### config.mk
export PLATFORM = sky130hd
export DESIGN_NAME = sad_search_ctrl
export DESIGN_NICKNAME = d
export VERILOG_FILES = /design/src/rtl/sad_search_ctrl.sv
export SDC_FILE = /design/constraint.sdc
export NUM_CORES = 1
export LEC_CHECK = 0
export ABC_CLOCK_PERIOD_IN_PS = 4000
export BUFFER_PORTS_ARGS = -buffer_cell sky130_fd_sc_hd__buf_4
export CAP_MARGIN = 20
export CORE_UTILIZATION = 55
export DETAILED_ROUTE_END_ITERATION = 7
export GPL_ROUTABILITY_DRIVEN = 1
export GPL_TIMING_DRIVEN = 0
export HOLD_SLACK_MARGIN = 0.06
export PLACE_DENSITY_LB_ADDON = 0.1
export SYNTH_ARGS = -nofsm -noshare
export SYNTH_HDL_FRONTEND = slang
export SYNTH_SLANG_ARGS = --single-unit
### constraint.sdc
create_clock -name Clk -period 4 [get_ports Clk]
set_input_delay 0.8 -clock Clk [delete_from_list [all_inputs] [get_ports Clk]]
set_output_delay 0.8 -clock Clk [all_outputs]
set_load 0.01 [all_outputs]
### src/rtl/sad_search_ctrl.sv
// rtl/sad_search_ctrl.sv - SAD motion-search sequencer: fetches window and frame words, tracks minimum SAD
// A start accepted at edge 0 is staged for one cycle so the fetch sequence begins at edge 1.
module sad_search_ctrl (
   input  logic        Clk,
   input  logic        Reset,
   input  logic        start,
   input  logic [31:0] window_base,
   input  logic [31:0] frame_base,
   input  logic [15:0] frame_len,
   output logic        mem_rd,
   output logic [31:0] mem_addr,
   output logic        window_shift,
   output logic        frame_shift,
   input  logic [31:0] SAD_value,
   output logic        busy,
   output logic        done,
   output logic        err,
   output logic [31:0] min_sad,
   output logic [15:0] min_index
);

   typedef enum logic [2:0] {IDLE, WIN, FRM, DRAIN, DONE} state_t;

   state_t      state_q, state_d;
   logic        go_q, go_d;
   logic [31:0] wbase_q, wbase_d;
   logic [31:0] fbase_q, fbase_d;
   logic [15:0] len_q, len_d;
   logic [15:0] cnt_q, cnt_d;
   logic        mem_rd_q, mem_rd_d;
   logic        rd_frm_q, rd_frm_d;
   logic [31:0] addr_q, addr_d;
   logic        win_shift_q, win_shift_d;
   logic        frm_shift_q, frm_shift_d;
   logic [15:0] fidx_q, fidx_d;
   logic [31:0] best_q, best_d;
   logic [15:0] best_idx_q, best_idx_d;
   logic        busy_q, busy_d;
   logic        done_q, done_d;
   logic        err_q, err_d;
   logic [31:0] min_sad_q, min_sad_d;
   logic [15:0] min_index_q, min_index_d;

   always_comb begin
      state_d     = state_q;
      go_d        = go_q;
      wbase_d     = wbase_q;
      fbase_d     = fbase_q;
      len_d       = len_q;
      cnt_d       = cnt_q;
      mem_rd_d    = mem_rd_q;
      rd_frm_d    = rd_frm_q;
      addr_d      = addr_q;
      fidx_d      = fidx_q;
      best_d      = best_q;
      best_idx_d  = best_idx_q;
      busy_d      = busy_q;
      done_d      = 1'b0;
      err_d       = err_q;
      min_sad_d   = min_sad_q;
      min_index_d = min_index_q;

      // Shift enables follow the read they belong to by one cycle (read data latency).
      win_shift_d = mem_rd_q & ~rd_frm_q;
      frm_shift_d = mem_rd_q & rd_frm_q;

      if (frm_shift_q) begin
         fidx_d = fidx_q + 16'd1;
         if (fidx_q >= 16'd3 && SAD_value < best_q) begin
            best_d     = SAD_value;
            best_idx_d = fidx_q - 16'd3;
         end
      end

      case (state_q)
         IDLE: begin
            if (go_q) begin
               go_d = 1'b0;
               if (len_q < 16'd4) begin
                  state_d     = DONE;
                  done_d      = 1'b1;
                  err_d       = 1'b1;
                  min_sad_d   = 32'hFFFF_FFFF;
                  min_index_d = 16'd0;
               end else begin
                  state_d  = WIN;
                  mem_rd_d = 1'b1;
                  rd_frm_d = 1'b0;
                  addr_d   = wbase_q;
                  cnt_d    = 16'd0;
                  busy_d   = 1'b1;
               end
            end else if (start) begin
               go_d       = 1'b1;
               wbase_d    = window_base;
               fbase_d    = frame_base;
               len_d      = frame_len;
               fidx_d     = 16'd0;
               best_d     = 32'hFFFF_FFFF;
               best_idx_d = 16'd0;
            end
         end
         WIN: begin
            if (cnt_q == 16'd3) begin
               state_d  = FRM;
               rd_frm_d = 1'b1;
               addr_d   = fbase_q;
               cnt_d    = 16'd0;
            end else begin
               addr_d = addr_q + 32'd4;
               cnt_d  = cnt_q + 16'd1;
            end
         end
         FRM: begin
            if (cnt_q == len_q - 16'd1) begin
               state_d  = DRAIN;
               mem_rd_d = 1'b0;
               rd_frm_d = 1'b0;
               addr_d   = 32'd0;
            end else begin
               addr_d = addr_q + 32'd4;
               cnt_d  = cnt_q + 16'd1;
            end
         end
         DRAIN: begin
            // The last candidate is evaluated in this cycle, so publish the merged result.
            state_d     = DONE;
            busy_d      = 1'b0;
            done_d      = 1'b1;
            err_d       = 1'b0;
            min_sad_d   = best_d;
            min_index_d = best_idx_d;
         end
         DONE: begin
            state_d = IDLE;
         end
         default: begin
            state_d = IDLE;
         end
      endcase
   end

   always_ff @(posedge Clk or negedge Reset) begin
      if (!Reset) begin
         state_q     <= IDLE;
         go_q        <= 1'b0;
         wbase_q     <= 32'd0;
         fbase_q     <= 32'd0;
         len_q       <= 16'd0;
         cnt_q       <= 16'd0;
         mem_rd_q    <= 1'b0;
         rd_frm_q    <= 1'b0;
         addr_q      <= 32'd0;
         win_shift_q <= 1'b0;
         frm_shift_q <= 1'b0;
         fidx_q      <= 16'd0;
         best_q      <= 32'd0;
         best_idx_q  <= 16'd0;
         busy_q      <= 1'b0;
         done_q      <= 1'b0;
         err_q       <= 1'b0;
         min_sad_q   <= 32'd0;
         min_index_q <= 16'd0;
      end else begin
         state_q     <= state_d;
         go_q        <= go_d;
         wbase_q     <= wbase_d;
         fbase_q     <= fbase_d;
         len_q       <= len_d;
         cnt_q       <= cnt_d;
         mem_rd_q    <= mem_rd_d;
         rd_frm_q    <= rd_frm_d;
         addr_q      <= addr_d;
         win_shift_q <= win_shift_d;
         frm_shift_q <= frm_shift_d;
         fidx_q      <= fidx_d;
         best_q      <= best_d;
         best_idx_q  <= best_idx_d;
         busy_q      <= busy_d;
         done_q      <= done_d;
         err_q       <= err_d;
         min_sad_q   <= min_sad_d;
         min_index_q <= min_index_d;
      end
   end

   assign mem_rd       = mem_rd_q;
   assign mem_addr     = addr_q;
   assign window_shift = win_shift_q;
   assign frame_shift  = frm_shift_q;
   assign busy         = busy_q;
   assign done         = done_q;
   assign err          = err_q;
   assign min_sad      = min_sad_q;
   assign min_index    = min_index_q;

endmodule

== Word level (Yosys, flattened, before mapping) ==
Index checks and enable logic that the tools add are counted.

* Add/sub/neg operators: 5
* $lt $le $gt $ge: 3
* Equality and inequality tests: 11
* Muxes and demuxes: 52
* Bitwise operators: 4
* Reduce and logical (&&, ||, !) cells: 13

{| class="wikitable"
|+ Operator list
! operator !! number
|-
| $mux 32 || 11
|-
| $mux 16 || 15
|-
| $pmux 32 s3 || 1
|-
| $pmux 32 s2 || 1
|-
| $pmux 16 s3 || 1
|-
| $add 16x1->16 const B || 2
|-
| $add 32x3->32 const B || 1
|-
| $lt 32x32->1 || 1
|-
| $pmux 16 s2 || 1
|-
| $eq 16x16->1 || 1
|-
| $eq 16x2->1 const B || 1
|-
| $ge 16x2->1 const B || 1
|-
| $lt 16x3->1 const B || 1
|-
| $sub 16x1->16 const B || 1
|-
| $sub 16x2->16 const B || 1
|-
| $reduce_and 3->1 || 5
|-
| $mux 1 || 12
|-
| $mux 3 || 4
|-
| $ne 2x2->1 const B || 6
|-
| $pmux 3 s4 || 1
|-
| $pmux 1 s2 || 4
|-
| $reduce_and 4->1 || 2
|-
| $eq 3x2->1 const B || 2
|-
| $reduce_and 5->1 || 1
|-
| other kinds (8) || 11
|}

* Bits in registers: 251
* Input port bits: 115
* Output and inout port bits: 86
* Word-level logic and storage cells: 107

== Longest topological paths before layout ==
Gate-level depths: netlist (run 1).

* Depth in word-level cells: 7
* Mapped depth: 14
* Mapped depth without buffers: 10

== Worst setup path after synthesis (run 1) ==
OpenSTA, ideal clock, no wires.

* Kind: in2reg
* Start: input port SAD_value[9]
* End: register min_sad_q[23], in the netlist min_sad[23]
* Setup time: 0.133 ns
* Arrival time: 3.273 ns
* Data required time: 3.867 ns
* Setup slack: 0.594 ns
* Cell stages on the path: 11
* Path buffers: 2
* Path through: ha_1 a211oi_1 o21ai_0 a31o_2 a221oi_1 o31ai_1 a31oi_1 buf_1 buf_2 mux2i_1 a21oi_1

* Longest elaborated chain between the ends: 5

{| class="wikitable"
|+ RTL lines
! element !! RTL line !! source
|-
| from (decl) || 14 || <nowiki>input logic [31:0] SAD_value,</nowiki>
|-
| $lt 32x32->1 || 69 || <nowiki>if (fidx_q >= 16'd3 && SAD_value < best_q) begin</nowiki>
|-
| $logic_and 1x1->1 || 69 ||
|-
| $mux 32 || 69 ||
|-
| $mux 32 || 67 || <nowiki>if (frm_shift_q) begin</nowiki>
|-
| $pmux 32 s2 || 75 || <nowiki>case (state_q)</nowiki>
|-
| to (signal assigned) || 182 || <nowiki>min_sad_q <= min_sad_d;</nowiki>
|-
| to (decl) || 41 || <nowiki>logic [31:0] min_sad_q, min_sad_d;</nowiki>
|}

Every way passes these cells.
A chain may end at the register's enable or synchronous reset.

== Final worst setup path (run 1) ==
* Start: input port SAD_value[9]
* End: register min_sad_q[27], in the netlist min_sad[27]

Same word-level chain as after synthesis.

==> impl_metrics.sql, run 1 <==
INSERT INTO impl_metrics (metric_group, metric, value, unit) VALUES
('logic_synthesis', 'ys_ff_latch', '251', ''),
('critical_path', 'critPathTopFamily', 'compound AO/OA/AOI/OAI gates', ''),
('clock_tree', 'cts.sink_count', '251', ''),
('grt', 'first_global_vias', '10700', ''),
('logic_synthesis', 'sequential_to_total_area_share_from_yosys_stat', '50.1', '%'),
('floorplanning', 'design.portCount', '201', ''),
('floorplanning', 'die_x', '153', 'um'),
('grt', 'globalRouteOverflowTotal', '0', ''),
('cells_and_area', 'proportion_of_layout_cells_with_a_drive_suffix_above_1', '17.0', '%'),
('logic_synthesis', 'yosys_warnings', '0', ''),
('power', 'leakagePower', '7.39', 'nW'),
('sta', 'timing.max_slew.rel_slack', '43.6', '%'),
('clock_tree', 'cts_inserted_buffers', '27', ''),
('power', 'power.share.clock', '21.9', '%'),
('logic_synthesis', 'async_reset_ff_share', '100', '%'),
('place', 'gp_congestion', '0.881', ''),
('grt', 'grt_antenna_before_repair', '0', ''),
('critical_path', 'worst_setup_path_endpoint', 'min_sad[27]', ''),
('routing', 'remaining_drc_errors', '0', ''),
('critical_path', 'required', '4.38', 'ns'),
('cells_and_area', 'areaGrowthSynthToFinish', '22.6', '%'),
('place', 'io_buffers', '200', ''),
('clock_tree', 'cts_resized', '0', ''),
('job', 'drv_cap', '0', ''),
('cells_and_area', 'finish.instance_area', '15400', 'um2'),
('floorplanning', 'dieArea', '23400', 'um2'),
('place', 'detailed_place.area', '14500', 'um2'),
('sta', 'max_slew.worst_pin.slew', '0.846', 'ns'),
('routing', 'drt-pass1-iter-count', '5', ''),
('logic_synthesis', 'synthDominantCellAreaShare', '50.1', '%'),
('routing', 'drt-total-wl', '33200', 'um'),
('grt', 'grt_pass1_wl', '54200', 'um'),
('sta', 'final-setup-viol-count', '0', ''),
('sta', 'final_worst_path_cycle_share', '93.9', '%'),
('logic_synthesis', 'synth_area_per_cell', '9.11', 'um2'),
('clock_tree', 'cts-root-to-sink-buffers', '3', ''),
('routing', 'num_vias', '10900', ''),
('routing', 'wire_per_inst', '17.4', 'um'),
('floorplanning', 'die_height', '153', 'um'),
('critical_path', 'critical_path.max_fanout', '10', ''),
('power', 'vdd_drop_max', '0.436', 'mV'),
('clock_tree', 'cell_chosen_for_the_clock_root', 'clkbuf_16', ''),
('logic_synthesis', 'synthDistinctLibCells', '67', ''),
('logic_synthesis', 'largest_cells_by_area_after_synthesis', 'dfrtp_1 50%, nand2_1 11%, mux2i_1 5.0%', ''),
('critical_path', 'ff2ff_setup_slack', '0.26', 'ns'),
('critical_path', 'critPathArrivalTime', '4.14', 'ns'),
('critical_path', 'crit_type', 'primary input to flop', ''),
('power', 'p_seq_share', '35.6', '%'),
('critical_path', 'cpPeakStageDelay', '0.63', 'ns'),
('critical_path', 'endpoint_kind', 'flop', ''),
('run_status', 'status', 'completed', ''),
('critical_path', 'worstPathBufferInverterCount', '3', ''),
('floorplanning', 'rows', '54', ''),
('floorplanning', 'core_outline_area', '22100', 'um2'),
('critical_path', 'cp-start-kind', 'primary input', ''),
('critical_path', 'setup.worst_path.start', 'SAD_value[9]', ''),
('floorplanning', 'initial_util', '56.8', '%'),
('clock_tree', 'clock_latency', '0.53', 'ns'),
('power', 'power.share.switching', '40.4', '%'),
('sta', 'grt_setup_unrepaired', 'false', ''),
('cells_and_area', 'final_nets', '1758', ''),
('logic_synthesis', 'synth-edff-count', '0', ''),
('cells_and_area', 'count_of_inserted_antenna_diode_cells', '0', ''),
('cells_and_area', 'instances_no_fill', '1908', ''),
('grt', 'global_route.usage.total', '28.8', '%'),
('clock_tree', 'clk_pin_slew_worst_paths', '0.06', 'ns'),
('clock_tree', 'tritoncts', 'built', ''),
('place', 'post-place-cells', '1859', ''),
('critical_path', 'timing.rr.end', 'min_sad[27]', ''),
('routing', 'drtAntennaViolNets', '0', ''),
('sta', 'final.setup_skew', '0.0140', 'ns');
-- synthesized netlist by cell type (3+ instances only) --
cell type	n
a31o_2	4
nor4_1	10
o22ai_1	5
a211oi_1	6
nor2_1	91
and3_1	13
xor2_1	34
nand3b_1	4
nand2_1	363
o211ai_1	8
or4_1	12
or2_2	6
or3_1	11
clkbuf_1	62
o221ai_1	15
o21a_1	4
nand4_1	18
or4_4	3
buf_2	7
and4_1	5
a21o_1	8
o31ai_1	5
ha_1	35
and2_1	8
dfrtp_1	251
o21ai_0	67
nand2b_1	9
mux2i_1	63
inv_1	49
nor2b_1	8
nor3_1	13
nand3_1	28
xnor2_1	27
a31oi_1	7
a22oi_1	3
buf_1	5
buf_6	3
a21oi_1	73
-- cells by family (layout without fill, tap and decap cells) --
family,after synthesis,count (layout),share of synthesized area (%)
xor+xnor,61,61,4.26
fa+ha+maj,35,35,3.49
mux,63,63,5.03
flops,251,251,50.1
simple gates,615,615,22.0
buf+inv,127,378,4.08
compound gates,225,225,11.1
-- flip-flops by register name (all words and copies together), names as in the netlist, 3 cells and up --
register / cells
wbase_q: 32
mem_addr: 32
best_q: 32
fbase_q: 32
state_q: 3
min_sad: 32
fidx_q: 16
min_index: 16
len_q: 16
cnt_q: 16
best_idx_q: 16
-- power by group through the flow --
stage               sequential (mW)  combinational (mW)  clock (mW)
CTS                            4.17                4.98        2.60
finish                         4.18                4.99        2.57
detailed placement             4.20                4.94           0
floorplan                      4.16                3.09           0
global placement               4.18                4.80           0
global route                   4.29                5.55        2.70
-- final cells by class --
| type | instances | area [um2] | share of cell area (%) |
|---|---|---|---|
| Timing Repair Buffer | 202 | 1560 | 10.2 |
| Multi-Input combinational cell | 999 | 5750 | 37.4 |
| Tap cell | 280 | 350 | 2.28 |
| Sequential cell | 251 | 6280 | 40.9 |
| Clock buffer | 37 | 773 | 5.03 |
| Inverter | 49 | 184 | 1.20 |
| Clock inverter | 12 | 141 | 0.920 |
| Buffer | 78 | 328 | 2.13 |
-- layer usage --
| layer | vias up | wire length, um | global-route usage, % |
|---|---|---|---|
| met1 | 5292 | 14500 | 39.1 |
| met3 | 57 | 1950 | 4.34 |
| met2 | 378 | 15700 | 47.6 |
| met5 | - | 0 | 0 |
| li1 | 5149 | - | - |
| met4 | 0 | 988 | 9.04 |
-- placed cells by master, fill, tap and decap left out, types with 7 or more instances in the layout --
cell type  count
buf_4        200
o21ai_0       67
nand4_1       18
clkbuf_1      66
or4_1         12
nor3_1        13
xnor2_1       27
ha_1          35
mux2i_1       63
a31oi_1        7
nor2_1        91
dfrtp_1      251
nand2b_1       9
nor2b_1        8
o221ai_1      15
nor4_1        10
and2_1         8
buf_2          7
or3_1         11
inv_1         49
nand2_1      363
o211ai_1       8
clkbuf_16     27
clkinv_2       7
and3_1        13
a21oi_1       73
xor2_1        34
nand3_1       28
a21o_1         8
-- metrics by stage --
step                power [mW]  setup TNS [ns]  setup slack (ns)  utilization (%)  hold slack, ns
floorplan                 7.25               0             0.594                -           0.417
global placement          8.98           -4.61            -0.146             65.1           0.426
detailed placement        9.14           -6.03            -0.172             65.4           0.442
CTS                       11.7               0             0.283             69.6           0.117
global route              12.5               0           0.00109             69.6           0.123
finish                    11.7               0             0.244             69.6           0.119
-- worst min path at each step --
stage	start	to	slack, ns
floorplan	rd_frm_q	window_shift	0.42
global placement	rd_frm_q	window_shift	0.43
detailed placement	rd_frm_q	window_shift	0.44
CTS	Reset	best_q[18]	0.12
global route	Reset	best_q[18]	0.12
finish	Reset	best_q[18]	0.12
Power figures use the tool's default switching activity.
==> run 2, diff against run 1 <==
--- a/config.mk
+++ b/config.mk
@@ -9,11 +9,13 @@
 export BUFFER_PORTS_ARGS = -buffer_cell sky130_fd_sc_hd__buf_4
 export CAP_MARGIN = 20
 export CORE_UTILIZATION = 55
+export CTS_CLUSTER_DIAMETER = 150
 export DETAILED_ROUTE_END_ITERATION = 7
 export GPL_ROUTABILITY_DRIVEN = 1
 export GPL_TIMING_DRIVEN = 0
 export HOLD_SLACK_MARGIN = 0.06
 export PLACE_DENSITY_LB_ADDON = 0.1
+export RECOVER_POWER = 50
 export SYNTH_ARGS = -nofsm -noshare
 export SYNTH_HDL_FRONTEND = slang
 export SYNTH_SLANG_ARGS = --single-unit
==> run 2 against run 1 <==
Cell count unchanged. Largest cell class unchanged. Sequential power about the same. Clock power about the same. Global-route usage is the same. Utilization decreased by 0.89 points. Sequential share of layout area up 0.53 points. First-iteration DRC count is 3.2% higher. Die area unchanged. Setup slack lost 0.0072 ns. Via count is essentially flat. Largest power group unchanged. Count of clock-buffer cells in the layout unchanged. The flow now finishes with violations (capacitance limit, slew limit). Maximum frequency is 0.19% lower. Critical path type is now flop to flop.
==> impl_metrics.sql, run 2 (synthesis gave the netlist of run 1 again) <==
INSERT INTO impl_metrics (metric_group, metric, value, unit) VALUES
('run_status', 'status', 'finished with violations', ''),
('run_status', 'failed_checks', 'capacitance limit, slew limit', ''),
('cells_and_area', 'layout_commonest_cell', 'nand2_1', ''),
('power', 'total_power', '11.6', 'mW'),
('floorplanning', 'design.portCount', '201', ''),
('min_path', 'endpoint_of_the_worst_hold_path', 'len_q[7]', ''),
('routing', 'detail_route.iter0.violations', '748', ''),
('grt', 'first_global_vias', '10700', ''),
('sta', 'final.setup_skew', '0.0192', 'ns'),
('cells_and_area', 'fill_cells', '1802', ''),
('clock_tree', 'cts_inserted_buffers', '27', ''),
('routing', 'drt-total-wl', '33200', 'um'),
('floorplanning', 'dieArea', '23400', 'um2'),
('clock_tree', 'clk_pin_slew_worst_paths', '0.06', 'ns'),
('grt', 'grt_start_max_net_pins', '125', ''),
('floorplanning', 'core_outline_area', '22100', 'um2'),
('routing', 'drt-pass1-iter-count', '5', ''),
('routing', 'wire_per_inst', '17.4', 'um'),
('grt', 'grt_pass1_wl', '54200', 'um'),
('floorplanning', 'die_height', '153', 'um'),
('sta', 'hold_viol', '0', ''),
('critical_path', 'rr_worst_depth', '8', ''),
('floorplanning', 'initial_util', '56.8', '%'),
('place', 'io_buffers', '200', ''),
('routing', 'routed_vias_inst', '5.70', ''),
('clock_tree', 'htree_num_levels', '1', ''),
('floorplanning', 'die_x', '153', 'um'),
('min_path', 'hold_start', 'frame_len[7]', ''),
('critical_path', 'timing.rr.end', 'mem_addr[2]', ''),
('critical_path', 'r2r-start', 'len_q[3]', ''),
('cells_and_area', 'proportion_of_layout_cells_with_a_drive_suffix_above_1', '14.5', '%'),
('routing', 'num_vias', '10900', ''),
('power', 'vdd_drop_max', '0.433', 'mV'),
('critical_path', 'crit_type', 'flop to flop', ''),
('min_path', 'hold_depth', '3', ''),
('cells_and_area', 'areaGrowthSynthToFinish', '21.0', '%'),
('clock_tree', 'cts_post_setup_buffers_inserted', '0', ''),
('place', 'gp_congestion', '0.881', ''),
('clock_tree', 'cts.sink_count', '251', ''),
('clock_tree', 'tritoncts', 'built', ''),
('power', 'power-per-cell-area', '765', 'nW/um2'),
('sta', 'grt_setup_unrepaired', 'false', ''),
('critical_path', 'critPathArrivalTime', '4.14', 'ns'),
('sta', 'final-setup-viol-count', '0', ''),
('clock_tree', 'cell_chosen_for_the_clock_root', 'clkbuf_16', ''),
('min_path', 'worst_hold_path_type', 'primary input to flop', ''),
('floorplanning', 'rows', '54', ''),
('clock_tree', 'cts-root-to-sink-buffers', '3', ''),
('place', 'detailed_place.area', '14500', 'um2'),
('cells_and_area', 'final_nets', '1758', ''),
('cells_and_area', 'layout.cells.most_common_list', '363 x nand2_1, 251 x dfrtp_1, 161 x buf_4, 106 x clkbuf_1, 91 x nor2_1', ''),
('cells_and_area', 'count_of_inserted_antenna_diode_cells', '0', ''),
('critical_path', 'required', '4.37', 'ns'),
('cells_and_area', 'finish.instance_area', '15200', 'um2'),
('sta', 'final_worst_path_cycle_share', '94.1', '%'),
('critical_path', 'ff2ff_setup_slack', '0.24', 'ns'),
('clock_tree', 'cts_hold_repair.buffers', '0', ''),
('grt', 'globalRouteOverflowTotal', '0', ''),
('critical_path', 'critical_path.max_fanout', '10', ''),
('grt', 'global_route.usage.total', '28.8', '%'),
('place', 'dp.final_hpwl', '23700', 'um'),
('sta', 'timing.max_slew.rel_slack', '-13.7', '%'),
('clock_tree', 'cts_resized', '0', ''),
('job', 'drv_cap', '1', ''),
('routing', 'remaining_drc_errors', '0', ''),
('sta', 'clock.fmax', '266', 'MHz'),
('power', 'leakagePower', '7.23', 'nW'),
('critical_path', 'endpoint_kind', 'flop', ''),
('grt', 'grt_antenna_before_repair', '0', ''),
('critical_path', 'cp-start-kind', 'flop', ''),
('sta', 'max_slew.worst_pin.slew', '1.71', 'ns'),
('sta', 'period_minus_slack', '3.76', 'ns'),
('routing', 'drtAntennaViolNets', '0', ''),
('sta', 'drv_slew', '125', ''),
('clock_tree', 'clock_latency', '0.53', 'ns');
## run 2: cell types whose count changed in the layout (fill, tap and decap cells not counted), sizes merged
cell / previous run / this run
buf: 218 / 176
clkbuf: 99 / 141
## run 2: power by group
| part | total (mW) | switching, mW | leakage [nW] | internal, mW |
|---|---|---|---|---|
| Sequential | 4.18 | 0.710 | 3.00 | 3.47 |
| Clock | 2.57 | 1.03 | 0.455 | 1.54 |
| Combinational | 4.86 | 3.00 | 3.78 | 1.87 |
| Total | 11.6 | 4.73 | 7.23 | 6.88 |
## run 2: cell type report
cell class | instances | area, um2 | area share, %
buffer | 78 | 328 | 2.16
clock buffer | 37 | 773 | 5.10
clock inverter | 12 | 141 | 0.932
inverter | 49 | 184 | 1.21
multi-input combinational | 999 | 5750 | 37.9
timing repair buffer | 202 | 1370 | 9.01
tap | 280 | 350 | 2.31
sequential | 251 | 6280 | 41.4
## run 2: worst max path at each step
stage	from	to	slack [ns]	cells after the start
2_1_floorplan	SAD_value[9]	min_sad[23]	0.59	11
3_3_place_gp	SAD_value[9]	min_sad[11]	-0.15	12
3_5_place_dp	SAD_value[9]	min_sad[25]	-0.17	12
4_1_cts	SAD_value[9]	min_sad[27]	0.28	12
5_1_grt	best_q[9]	min_sad[27]	0.001	12
6_report	len_q[3]	mem_addr[2]	0.24	8
## run 2: metrics by stage
step	hold WS, ns	setup slack (ns)	utilization, %	instances	setup TNS (ns)
final	0.456	0.237	68.7	1908	0
after floorplan	0.417	0.594	-	1377	0
after global placement	0.426	-0.146	65.1	1857	-4.61
after detailed placement	0.442	-0.172	65.4	1859	-6.03
after global routing	0.455	0.00109	68.7	1908	0
after CTS	0.117	0.283	69.6	1908	0
## run 2: layer usage
layer / GRT usage, % / part of all wire [%] / up-vias
li1: - / - / 5146
met1: 39.1 / 43 / 5295
met2: 47.6 / 48 / 375
met3: 4.34 / 6.7 / 57
met4: 9.04 / 2.9 / 0
met5: 0 / 0 / -
## run 2: worst max-delay path: stages (launching register included)
cell       delay (ns)
dfrtp_1          0.37
clkbuf_1         0.19
nor4_1           0.74
nand4bb_1        0.33
o21bai_1         0.47
clkbuf_1         0.45
buf_1            0.66
mux2i_1          0.26
o221ai_1         0.14
